$ cat src/rtl/uart_rx_frame_check.sv
// UART RX frame checker: consumes the parity and stop bits that follow a data word, then
// reports the frame with per-frame error flags, sticky status and saturating counters.
module uart_rx_frame_check #(
    parameter int DATA_WIDTH = 8,
    parameter int STOP_MAX   = 2,
    parameter int CNT_WIDTH  = 8
) (
    input  logic                             CLK,
    input  logic                             RST,
    input  logic                             PAR_EN,
    input  logic [1:0]                       PAR_MODE,
    input  logic [$clog2(STOP_MAX+1)-1:0]    STOP_NUM,
    input  logic                             data_done,
    input  logic [DATA_WIDTH-1:0]            P_DATA,
    input  logic                             sampled_bit,
    input  logic                             sampling_done,
    input  logic                             frame_abort,
    input  logic                             err_clr,
    output logic                             frame_valid,
    output logic [DATA_WIDTH-1:0]            frame_data,
    output logic                             par_err,
    output logic                             stp_err,
    output logic [2:0]                       sticky_err,
    output logic [CNT_WIDTH-1:0]             par_err_cnt,
    output logic [CNT_WIDTH-1:0]             stp_err_cnt
);

    localparam int SW = $clog2(STOP_MAX + 1);
    localparam logic [SW-1:0] STOP_MAX_L = SW'(STOP_MAX);

    typedef enum logic [1:0] {S_IDLE, S_PAR, S_STOP, S_REPORT} state_t;

    state_t                  state_q, state_d;
    logic [DATA_WIDTH-1:0]   data_q;
    logic                    exp_par_q;
    logic [SW-1:0]           stop_cnt_q;
    logic                    perr_int, serr_int;
    logic                    exp_par_in;
    logic                    enter_report;
    logic [2:0]              sticky_d;
    logic [CNT_WIDTH-1:0]    pcnt_d, scnt_d;

    function automatic logic [SW-1:0] clamp_stop(input logic [SW-1:0] n);
        if (n == '0)
            return SW'(1);
        else if (n > STOP_MAX_L)
            return STOP_MAX_L;
        else
            return n;
    endfunction

    function automatic logic [CNT_WIDTH-1:0] sat_inc(input logic [CNT_WIDTH-1:0] c);
        return (&c) ? c : c + CNT_WIDTH'(1);
    endfunction

    always_comb begin
        exp_par_in = 1'b0;
        case (PAR_MODE)
            2'b00:   exp_par_in = ^P_DATA;
            2'b01:   exp_par_in = ~^P_DATA;
            2'b10:   exp_par_in = 1'b1;
            default: exp_par_in = 1'b0;
        endcase
    end

    // A new word always restarts the frame; abort outranks a coincident sample.
    always_comb begin
        state_d = state_q;
        case (state_q)
            S_IDLE: begin
                if (data_done) state_d = PAR_EN ? S_PAR : S_STOP;
            end
            S_PAR: begin
                if (data_done)          state_d = PAR_EN ? S_PAR : S_STOP;
                else if (frame_abort)   state_d = S_IDLE;
                else if (sampling_done) state_d = S_STOP;
            end
            S_STOP: begin
                if (data_done)          state_d = PAR_EN ? S_PAR : S_STOP;
                else if (frame_abort)   state_d = S_IDLE;
                else if (sampling_done && stop_cnt_q == SW'(1)) state_d = S_REPORT;
            end
            S_REPORT: begin
                state_d = data_done ? (PAR_EN ? S_PAR : S_STOP) : S_IDLE;
            end
            default: state_d = S_IDLE;
        endcase
    end

    assign enter_report = (state_d == S_REPORT);

    always_ff @(posedge CLK or negedge RST) begin
        if (!RST) begin
            state_q    <= S_IDLE;
            data_q     <= '0;
            exp_par_q  <= 1'b0;
            stop_cnt_q <= '0;
            perr_int   <= 1'b0;
            serr_int   <= 1'b0;
        end else begin
            state_q <= state_d;
            if (data_done) begin
                data_q     <= P_DATA;
                exp_par_q  <= exp_par_in;
                stop_cnt_q <= clamp_stop(STOP_NUM);
                perr_int   <= 1'b0;
                serr_int   <= 1'b0;
            end else if (sampling_done && !frame_abort) begin
                if (state_q == S_PAR) begin
                    perr_int <= (sampled_bit != exp_par_q);
                end else if (state_q == S_STOP) begin
                    serr_int   <= serr_int | ~sampled_bit;
                    stop_cnt_q <= stop_cnt_q - SW'(1);
                end
            end
        end
    end

    // Report register: loaded on the last stop sample, so it already folds in that bit.
    always_ff @(posedge CLK or negedge RST) begin
        if (!RST) begin
            frame_valid <= 1'b0;
            frame_data  <= '0;
            par_err     <= 1'b0;
            stp_err     <= 1'b0;
        end else begin
            frame_valid <= enter_report;
            if (enter_report) begin
                frame_data <= data_q;
                par_err    <= perr_int;
                stp_err    <= serr_int | ~sampled_bit;
            end
        end
    end

    // Clear is applied before any same-cycle event so that event is never lost.
    always_comb begin
        sticky_d = err_clr ? 3'b000 : sticky_err;
        pcnt_d   = err_clr ? '0 : par_err_cnt;
        scnt_d   = err_clr ? '0 : stp_err_cnt;
        if (state_q == S_REPORT) begin
            if (par_err) begin
                sticky_d[0] = 1'b1;
                pcnt_d      = sat_inc(pcnt_d);
            end
            if (stp_err) begin
                sticky_d[1] = 1'b1;
                scnt_d      = sat_inc(scnt_d);
            end
        end
        if (data_done && (state_q == S_PAR || state_q == S_STOP))
            sticky_d[2] = 1'b1;
    end

    always_ff @(posedge CLK or negedge RST) begin
        if (!RST) begin
            sticky_err  <= 3'b000;
            par_err_cnt <= '0;
            stp_err_cnt <= '0;
        end else begin
            sticky_err  <= sticky_d;
            par_err_cnt <= pcnt_d;
            stp_err_cnt <= scnt_d;
        end
    end

endmodule

$ cat config.mk
export PLATFORM = sky130hd
export DESIGN_NAME = uart_rx_frame_check
export DESIGN_NICKNAME = d
export VERILOG_FILES = /design/src/rtl/uart_rx_frame_check.sv
export SDC_FILE = /design/constraint.sdc
export NUM_CORES = 1
export LEC_CHECK = 0
export CORE_AREA = 8 8 84 86
export CTS_BUF_LIST = sky130_fd_sc_hd__clkbuf_8
export DETAILED_ROUTE_END_ITERATION = 16
export DIE_AREA = 0 0 92 94
export HOLD_SLACK_MARGIN = 0.05
export PLACE_DENSITY_LB_ADDON = 0.05
export SYNTH_ARGS = -nofsm -noshare
export SYNTH_HDL_FRONTEND = slang
export SYNTH_SLANG_ARGS = --single-unit
$ cat constraint.sdc
create_clock -name CLK -period 2.4 [get_ports CLK]
set_input_delay 0.48 -clock CLK [delete_from_list [all_inputs] [get_ports CLK]]
set_output_delay 0.48 -clock CLK [all_outputs]
set_load 0.03 [all_outputs]
* After elaboration in Yosys (flattened, before gate mapping)
Index checks and enable logic that the tools add are counted.
** Cells by class
- Add/subtract/negate cells :: 3
- Order comparisons :: 1
- Equal/unequal tests :: 9
- Mux-type cells :: 37
- Bitwise gates (word level) :: 2
- Reduce and logical (&&, ||, !) cells :: 18
** Operators with widths (count)
- 8-bit two-way mux :: 8
- 2-bit two-way mux :: 16
- 8-bit by 1-bit adder with 8-bit output (second input constant) :: 2
- 8-bit AND reduction :: 2
- 1-bit two-way mux :: 10
- 2-bit == test (second input constant) :: 4
- 2-bit case mux with 4 select lines :: 1
- 2-bit nonzero test :: 4
- 8-bit XNOR reduction :: 1
- 8-bit parity :: 1
- 2-bit by 1-bit == test with 1-bit output (second input constant) :: 3
- 2-bit logical NOT :: 3
- 1-bit logical AND :: 3
- 3-bit two-way mux :: 1
- 1-bit case mux with 3 select lines :: 1
- 3-bit AND reduction :: 1
- 2-bit greater-than comparator (second input constant) :: 1
- 2-bit inequality test (second input constant) :: 1
- 2-bit AND reduction :: 1
- 2-bit by 1-bit subtractor with 2-bit output (second input constant) :: 1
- 1-bit logical NOT :: 1
- 1-bit logical OR :: 1
- 1-bit inequality test :: 1
- 1-bit NOT :: 1
- 1-bit OR :: 1
** Storage, ports and cells
- Register bits after elaboration :: 45
- Input port bits :: 20
- Logic and storage cells :: 84

* Longest topological paths before layout
Gate-level depths: netlist of the first run.
- Depth after elaboration :: 7
- Depth in mapped cells :: 8

* Worst setup path before layout of the first run
OpenSTA, ideal clock, no wires.
- Path type :: register to register
- Start point :: reg state_q[0]
- End point :: reg frame_data[0]
- Arrival time :: 1.927 ns
- Slack :: 0.348 ns
- Cell stages (with the launch flop) :: 9
- Buffers on the path :: 1
- Period minus slack after synthesis :: 2.052 ns
- Cell sequence :: dfrtp_1 > inv_1 > ha_1 > or3_1 > a31oi_1 > a22oi_1 > and3b_4 > buf_6 > mux2_4
** On the way
- Word-level cells in the longest chain between the ends :: 5
- Elaborated cells on any way between the ends :: 13
** RTL lines
- start, declared :: line 33 : state_t state_q, state_d;
- start signal, assigned :: line 101 : state_q <= state_d;
- 2-bit two-way mux, on equally long branches :: line 81, 76
- 2-bit two-way mux, on equally long branches :: line 80, 75
- 2-bit two-way mux, on equally long branches :: line 79, 74
- 2-bit case mux with 4 select lines * :: line 69 : case (state_q)
- net state_d[0] :: line 33
- 2-bit == test * :: line 90 : assign enter_report = (state_d == S_REPORT);
- net enter_report :: line 39 : logic enter_report;
- end signal, assigned :: line 129 : frame_data <= data_q;
- end, declared :: line 20 : output logic [DATA_WIDTH-1:0] frame_data,
Mark *: on every way through the listed nets, which the timed path passes. The rest lies on a longest branch.
A chain may end at the register's enable or synchronous reset.

* Worst setup path after layout of the first run
- Start point :: reg state_q[0]
- End point :: reg frame_data[2]
** On the way
- Word-level cells in the longest chain between the ends :: 5
- Elaborated cells on any way between the ends :: 13
** RTL lines (line)
- 2-bit two-way mux, on equally long branches :: 81, 76
- 2-bit two-way mux, on equally long branches :: 80, 75
- 2-bit two-way mux, on equally long branches :: 79, 74
- 2-bit case mux with 4 select lines * :: 69
- net state_d[0] :: 33
- 2-bit == test * :: 90
Marked as above.

==> flow_metrics.tcl, run 1 <==
set metrics [dict create \
    grt.total_usage_pct 11.67 \
    max_stage_delay_ns 0.43 \
    cts_tree "yes" \
    hpwl_mm 3.544 \
    rows 28 \
    fmax_mhz 448.1 \
    period_share_pct 92.98 \
    fp.dieH_um 94 \
    synth-compound-area-share_pct 6.426 \
    hold_viol_final 0 \
    p_per_area_nw_per_um2 908.7 \
    routabilityCongestion 0.7896 \
    synthesis.nets 220 \
    final_common_cell "clkdlybuf4s50_1" \
    wirelength_mm 4.586 \
    cts_setup_buffers 0 \
    synth.distinct_cells 35 \
    overflow 0 \
    path_clk_slew_ns 0.08 \
    vias 1612 \
    cts.path.max_buffers 2 \
    n_antenna_cell 0 \
    grt_max_degree 29 \
    ant_nets 0 \
    grt_setup_unrepaired "no" \
    p_total_uw 2715 \
    root_buffer "clkbuf_8" \
    arrival_ns 2.42 \
    cp_data_required_time_ns 2.59 \
    finalCriticalPeriod_ns 2.231 \
    grt_pass1_vias 1775 \
    tightest_slew_ns 0.6339 \
    synthesis.area_um2 2220 \
    syn_area_per_cell_um2 11.50 \
    async_flop_share_pct 100.0 \
    final_cell_mix "47 x clkdlybuf4s50_1, 45 x dfrtp_1, 17 x nor2_1" \
    skew_ns 0.005085 \
    viasPerCell 4.812 \
    cts.sinks 45 \
    synth_adder_area_share_pct 3.946 \
    maxCapViolations 0 \
    ys_seq_area_share_pct 50.73 \
    outcome "finished clean" \
    hold_buffers 0 \
    synth-main-ff-cell "dfrtp_1" \
    synth-edff-count 0 \
    fp.coreArea_um2 5746 \
    synthXorXnorAreaFrac_pct 7.892 \
    synth_seq_cells 45 \
    start_kind "register" \
    finalInstanceArea_um2 2988 \
    cp_max_fo 9 \
    worstHoldPathType "in2async" \
    setup.worst_path.class "reg2reg" \
    relSlewSlack_pct 57.74 \
    drive_above_1_share_pct 18.08 \
    first_iter_violations 19 \
    setup_tns_ns 0 \
    worst_hold_slack_ns 0.1964 \
    nets 286 \
    fill_cells 526 \
    worst_path_max_delay_cell "dfrtp_1" \
    io_pins 50 \
    post_drt_wl_per_cell_um 13.69 \
    first_pass_iters 4 \
    grt_antenna_before_repair 0 \
    cp-end-kind "register" \
    die_w_um 92 \
    p_leak_uw 0.001305 \
    grt_pass1_wl_mm 8.259 \
    h-tree-depth 2 \
    setup_viol 0 \
    cts_buffers 5 \
    slew_viol_final 0 \
    drc 0 \
    placed_cell_area_um2 2892 \
    vdd_ir_drop_max_v 0.0004185 \
    initial_core_util_pct 38.63 \
    critical_path.cell_chain "inv_1, ha_1, or3_1, a31oi_1, a22oi_1, and3b_4, buf_12, mux2_4" \
    insertion_delay_ns 0.29 \
    synth_mux_area_share_pct 13.47 \
    io_buffers 48 \
    syn2layout_area_growth_pct 34.61 \
    cts_resized 0 \
    yosysWarnings 0 \
    synth_top_family_by_area "simple AND/OR/NAND/NOR gates" \
    die_area_um2 8648 \
    synthSimpleGateAreaFrac_pct 14.83 \
    postSynthCellCount 193 \
]
[metrics by stage]
stage               instances  util [%]  setup slack [ns]
floorplan                 193         -            0.3476
global placement          327     50.33          -0.04764
detailed placement        327     50.33          -0.03077
CTS                       335     52.00            0.1742
global route              335     52.00           0.03193
finish                    335     52.00            0.1686
[sequential cells by signal, indices dropped and copies added (netlist names)]
name,cells
stp_err,1
perr_int,1
frame_data,8
sticky_err,3
data_q,8
serr_int,1
exp_par_q,1
stp_err_cnt,8
par_err_cnt,8
stop_cnt_q,2
par_err,1
state_q,2
frame_valid,1
[path summary, 6_finish.rpt]
check	startpoint	to	slack (ns)	cells after the start
setup reg to reg	state_q[0]	frame_data[2]	0.17	8
setup / recovery	state_q[0]	frame_data[2]	0.17	8
hold reg to reg	serr_int	serr_int	0.50	2
hold / removal	RST	par_err_cnt[6]	0.20	1
min in group CLK	serr_int	serr_int	0.50	2
max in group asynchronous	RST	par_err_cnt[5]	1.61	2
[synthesized netlist by cell type (all sizes together) (3+ instances only)]
library cell	number	area, µm²
dfrtp	45	1126
mux2	20	259.0
nor2	17	63.81
xnor2	11	96.34
nand2	9	33.78
nor2b	9	56.30
xor2	9	78.83
inv	8	30.03
ha	7	87.58
o21ai	7	35.03
nand3	6	30.03
nand4	6	37.54
a21oi	5	25.02
nand2b	5	31.28
mux2i	4	40.04
clkbuf	3	11.26
nor3	3	15.01
[layer usage]
layer	vias up	wire, µm	track usage [%]
met5	-	0	0
met3	5	296	4.636
met4	0	45	4.564
met2	32	2150	19.07
li1	800	-	-
met1	775	2094	13.42
[cells by family after synthesis]
family | count (synthesis)
AND/OR/NAND/NOR | 62
flip-flops | 45
multiplexers | 24
AO/OA/AOI/OAI | 22
XOR/XNOR | 20
buffers and inverters | 13
adder cells (fa/ha/maj) | 7
[critical path, delay by kind of cell (launching register included)]
family          cells  cell delay (ns)
compound gates      2             0.29
flops               1             0.43
mux                 1             0.29
fa+ha+maj           1             0.25
buf+inv             2             0.23
simple gates        2             0.62
[report_power, final]
group | switching (µW) | internal, µW
clock network | 254 | 233
registers | 118 | 918
logic | 570 | 622
[final cells by class]
| type | count | area (µm²) | share of cell area [%] |
|---|---|---|---|
| flip-flops and latches | 45 | 1126 | 37.69 |
| inverters | 8 | 30.03 | 1.005 |
| repair buffers | 64 | 608.1 | 20.35 |
| multi-input cells | 135 | 1033 | 34.59 |
| well taps | 75 | 93.84 | 3.141 |
| clock buffers | 6 | 82.58 | 2.764 |
| clock inverters | 2 | 13.76 | 0.4606 |
Note: power is estimated with default switching activity, not from simulation.
==> run 2, diff against run 1 <==
- REMOVE_ABC_BUFFERS: default -> 1
==> run 2 against run 1 <==
Net effect:
- cell count decreased by 2.1%
- clock power shrank 4.9%
- clock skew increased by 0.0035 ns
- wire length down 0.22%
- design area decreased by 2.5%
- critical endpoint is now stp_err
- highest routed layer unchanged
==> flow_metrics.tcl, run 2 (synthesis results as in run 1) <==
set metrics [dict create \
    outcome "finished clean" \
    die_w_um 92 \
    slew_viol_final 0 \
    tightest_slew_ns 0.5697 \
    cts_tree "yes" \
    drive_above_1_share_pct 15.81 \
    drc 0 \
    fill_cells 553 \
    fp.dieH_um 94 \
    cpLargestDelayFamily "simple AND/OR/NAND/NOR gates" \
    wirelength_mm 4.576 \
    n_antenna_cell 0 \
    combPwrFrac_pct 43.0 \
    hold_buffers 0 \
    maxCapViolations 0 \
    placed_cell_area_um2 2826 \
    critical_path.cell_chain "inv_1, ha_1, nor2b_1, o211ai_1, a22oi_1, and3b_4, mux2_2" \
    vdd_ir_drop_max_v 0.0004581 \
    h-tree-depth 2 \
    final_common_cell "clkdlybuf4s50_1" \
    finalCriticalPeriod_ns 2.164 \
    first_iter_violations 32 \
    grt_max_degree 46 \
    final_cell_mix "47 x clkdlybuf4s50_1, 45 x dfrtp_1, 17 x nor2_1" \
    grt_pass1_vias 1634 \
    multi_input_area_um2 1033 \
    ant_nets 0 \
    cts.path.max_buffers 2 \
    syn2layout_area_growth_pct 31.23 \
    pwr-share-clk_pct 17.7 \
    p_leak_uw 0.001258 \
    period_share_pct 90.15 \
    cp_data_required_time_ns 2.58 \
    grt.total_usage_pct 11.34 \
    cts_resized 0 \
    p_int_uw 1683 \
    routabilityCongestion 0.7677 \
    p_sw_share_pct 35.75 \
    placedCellCount 320 \
    fmax_mhz 462.2 \
    start_kind "register" \
    hpwl_mm 3.317 \
    worstHoldPathType "in2async" \
    cp-end-kind "register" \
    final_util_pct 50.70 \
    skew_ns 0.008564 \
    fp.coreArea_um2 5746 \
    grt_antenna_before_repair 0 \
    cts_setup_buffers 0 \
    vias 1576 \
    overflow 0 \
    cp_max_fo 11 \
    die_area_um2 8648 \
    path_depth 7 \
    final_cells 328 \
    seq_area_um2 1126 \
    arrival_ns 2.34 \
    reg2reg_depth 7 \
    cts_buffers 5 \
    io_buffers 48 \
    crit_buf_inv 1 \
    setup_tns_ns 0 \
    io_pins 50 \
    hold_viol_final 0 \
    layout_setup_ws_ns 0.2363 \
    dp_slack_ns -0.009421 \
    netSwitchingPower_uw 936.5 \
    root_buffer "clkbuf_8" \
    cts.sinks 45 \
    viasPerCell 4.805 \
    setup.worst_path.class "reg2reg" \
    p_per_area_nw_per_um2 899.4 \
    insertion_delay_ns 0.30 \
    max_stage_delay_ns 0.45 \
    rows 28 \
    seq_power_share_pct 39.4 \
    initial_core_util_pct 38.63 \
    grt_pass1_wl_mm 7.955 \
    relSlewSlack_pct 62.02 \
    path_clk_slew_ns 0.09 \
    grt_setup_unrepaired "no" \
    post_drt_wl_per_cell_um 13.95 \
    setup_viol 0 \
    first_pass_iters 4 \
    finalInstanceArea_um2 2913 \
    worst_path_max_delay_cell "dfrtp_1" \
    nets 279 \
]
[run 2: changes by cell type in the layout (fill, tap and decap cells not counted), sizes merged]
| cell | change |
|---|---|
| clkinvlp | +1 |
| clkbuf | -1 |
| buf | -7 |
[run 2: routing by layer]
layer / up-vias / global-route usage (%) / part of all wire [%]
met5: - / 0 / 0
met4: 0 / 4.027 / 1.4
met3: 6 / 3.837 / 5.3
met2: 36 / 18.30 / 47
met1: 750 / 13.78 / 46
li1: 784 / - / -
[run 2: metrics by stage]
step	total power, µW	hold WS, ns
after floorplan	1760	0.1844
after global placement	2178	0.4687
after detailed placement	2182	0.4750
after CTS	2667	0.2744
after global routing	2793	0.2983
final	2620	0.2459
[run 2: cell type report]
type	count	area share, %
clock buffers	5	2.363
clock inverters	3	0.6014
inverters	8	1.031
multi-input cells	135	35.48
flip-flops and latches	45	38.66
well taps	75	3.222
repair buffers	57	18.64
[run 2: final timing paths]
check / from / to / slack (ns)
min in group CLK: data_q[5] / frame_data[5] / 0.49
max in group asynchronous: RST / frame_data[6] / 1.75
max reg2reg: state_q[1] / stp_err / 0.24
max: state_q[1] / stp_err / 0.24
min reg2reg: data_q[5] / frame_data[5] / 0.49
min: RST / par_err_cnt[6] / 0.25
[run 2: power by group through the flow]
stage | logic, µW | registers, µW | clock network [µW]
after global routing | 1220 | 1060 | 516
after CTS | 1140 | 1030 | 490
final | 1130 | 1030 | 463
after floorplan | 506 | 1250 | 0
after global placement | 1130 | 1050 | 0
after detailed placement | 1140 | 1040 | 0
==> run 3, diff against run 2 <==
- GPL_TIMING_DRIVEN: default -> 0
==> run 3 against run 2 <==
Net effect:
- sequential power about the same
- largest power group unchanged
- largest cell class unchanged
- register-to-register slack about the same
- core utilization decreased by 1.0 points
- critical path type unchanged
- cell count shrank 2.4%
==> flow_metrics.tcl, run 3 (synthesis results as in run 1) <==
set metrics [dict create \
    outcome "finished clean" \
    grt.total_usage_pct 11.45 \
    routabilityCongestion 0.7762 \
    io_buffers 48 \
    p_leak_uw 0.001224 \
    cts_tree "yes" \
    io_pins 50 \
    wirelength_mm 4.597 \
    cts_buffers 5 \
    final_cell_mix "45 x dfrtp_1, 45 x clkdlybuf4s50_1, 17 x nor2_1" \
    cts.path.max_buffers 2 \
    slew_viol_final 0 \
    n_antenna_cell 0 \
    path_clk_slew_ns 0.09 \
    initial_core_util_pct 38.63 \
    use_met1_pct 14.01 \
    viasPerCell 4.997 \
    vdd_ir_drop_max_v 0.0006278 \
    h-tree-depth 2 \
    grt_setup_unrepaired "no" \
    first_iter_violations 43 \
    post_drt_wl_per_cell_um 14.37 \
    maxCapViolations 0 \
    relSlewSlack_pct 45.94 \
    grt_pass1_wl_mm 8.031 \
    grt_max_degree 31 \
    ant_nets 0 \
    cp_max_fo 11 \
    worstHoldPathType "in2async" \
    drc 0 \
    arrival_ns 2.35 \
    hpwl_mm 3.271 \
    critical_path.cell_chain "inv_1, ha_1, or3_1, a31oi_1, a22oi_1, and3b_4, mux2_4" \
    cts.sinks 45 \
    die_area_um2 8648 \
    fmax_mhz 461.7 \
    finalCriticalPeriod_ns 2.166 \
    reg2reg_depth 7 \
    hold_viol_final 0 \
    final_util_pct 49.70 \
    grt_antenna_before_repair 0 \
    setup.worst_path.class "reg2reg" \
    cts_setup_buffers 0 \
    first_pass_iters 4 \
    rows 28 \
    p_total_uw 2610 \
    rr_startpoint "state_q[0]" \
    overflow 0 \
    max_stage_delay_ns 0.42 \
    hold_buffers 0 \
    setup_viol 0 \
    cp-end-kind "register" \
    regToRegSetupSlack_ns 0.23 \
    use_met2_pct 17.94 \
    fp.dieH_um 94 \
    syn2layout_area_growth_pct 28.64 \
    p_per_area_nw_per_um2 914.1 \
    cpLargestDelayFamily "simple AND/OR/NAND/NOR gates" \
    nets 271 \
    vias 1599 \
    use_met3_pct 4.317 \
    grt_pass1_vias 1631 \
    busiest_layer "met2" \
    final_cells 320 \
    insertion_delay_ns 0.30 \
    worst_path_max_delay_cell "dfrtp_1" \
    cp_data_required_time_ns 2.59 \
    worstReg2RegEnd "frame_data[2]" \
    period_share_pct 90.24 \
    fill_cells 566 \
    fp.coreArea_um2 5746 \
    placedCellCount 312 \
    skew_ns 0.004479 \
    start_kind "register" \
    crit_buf_inv 1 \
    drive_above_1_share_pct 13.88 \
    die_w_um 92 \
    root_buffer "clkbuf_8" \
    tightest_slew_ns 0.8000 \
]
==> run 3: cell count changes in the layout (fill, tap and decap cells not counted) <==
cell,delta
buf_4,-9
clkdlybuf4s50_1,-2
clkbuf_2,+2
buf_12,+1
==> run 3: metrics by stage <==
step	hold WS, ns	setup slack [ns]	TNS [ns]	cell area (µm²)
floorplan	0.1844	0.4178	0	2190
global placement	0.4716	-0.5895	-34.96	2764
detailed placement	0.4385	-0.5762	-11.35	2779
CTS	0.1051	0.04717	0	2863
global route	0.1182	0.1363	0	2855
finish	0.09873	0.2342	0	2855
==> run 3: layer usage <==
| metal | wire length [µm] | part of all wire, % |
|---|---|---|
| met1 | 2114 | 46 |
| met3 | 286 | 6.2 |
| met2 | 2103 | 46 |
| met4 | 92 | 2.0 |
| met5 | 0 | 0 |
==> run 3: report_power, final <==
| group | switching [µW] | leakage, µW | internal [µW] |
|---|---|---|---|
| sequential | 113 | 0.000577 | 918 |
| clock | 266 | 0.0000439 | 201 |
| combinational | 559 | 0.000602 | 553 |
| total | 938 | 0.00122 | 1670 |
==> run 3: what timing repair did <==
item,in CTS,in global routing
gates cloned,0,0
setup endpoints to repair,23,7
gates resized for setup,2,4
==> run 3: how the worst max path moves through the flow <==
stage,startpoint,endpoint,slack (ns),cells past startpoint
floorplan,state_q[0],frame_data[0],0.42,7
global placement,err_clr,par_err_cnt[3],-0.59,8
detailed placement,err_clr,par_err_cnt[3],-0.58,8
CTS,err_clr,stp_err_cnt[5],0.05,7
global route,state_q[0],par_err,0.14,7
finish,state_q[0],frame_data[2],0.23,7
==> run 3: layout make-up <==
cell class / instances / area, µm² / share of cell area (%)
clock buffers: 5 / 68.82 / 2.410
clock inverters: 3 / 17.52 / 0.6135
inverters: 8 / 30.03 / 1.052
multi-input cells: 135 / 1033 / 36.20
flip-flops and latches: 45 / 1126 / 39.44
well taps: 75 / 93.84 / 3.287
repair buffers: 49 / 485.5 / 17.00
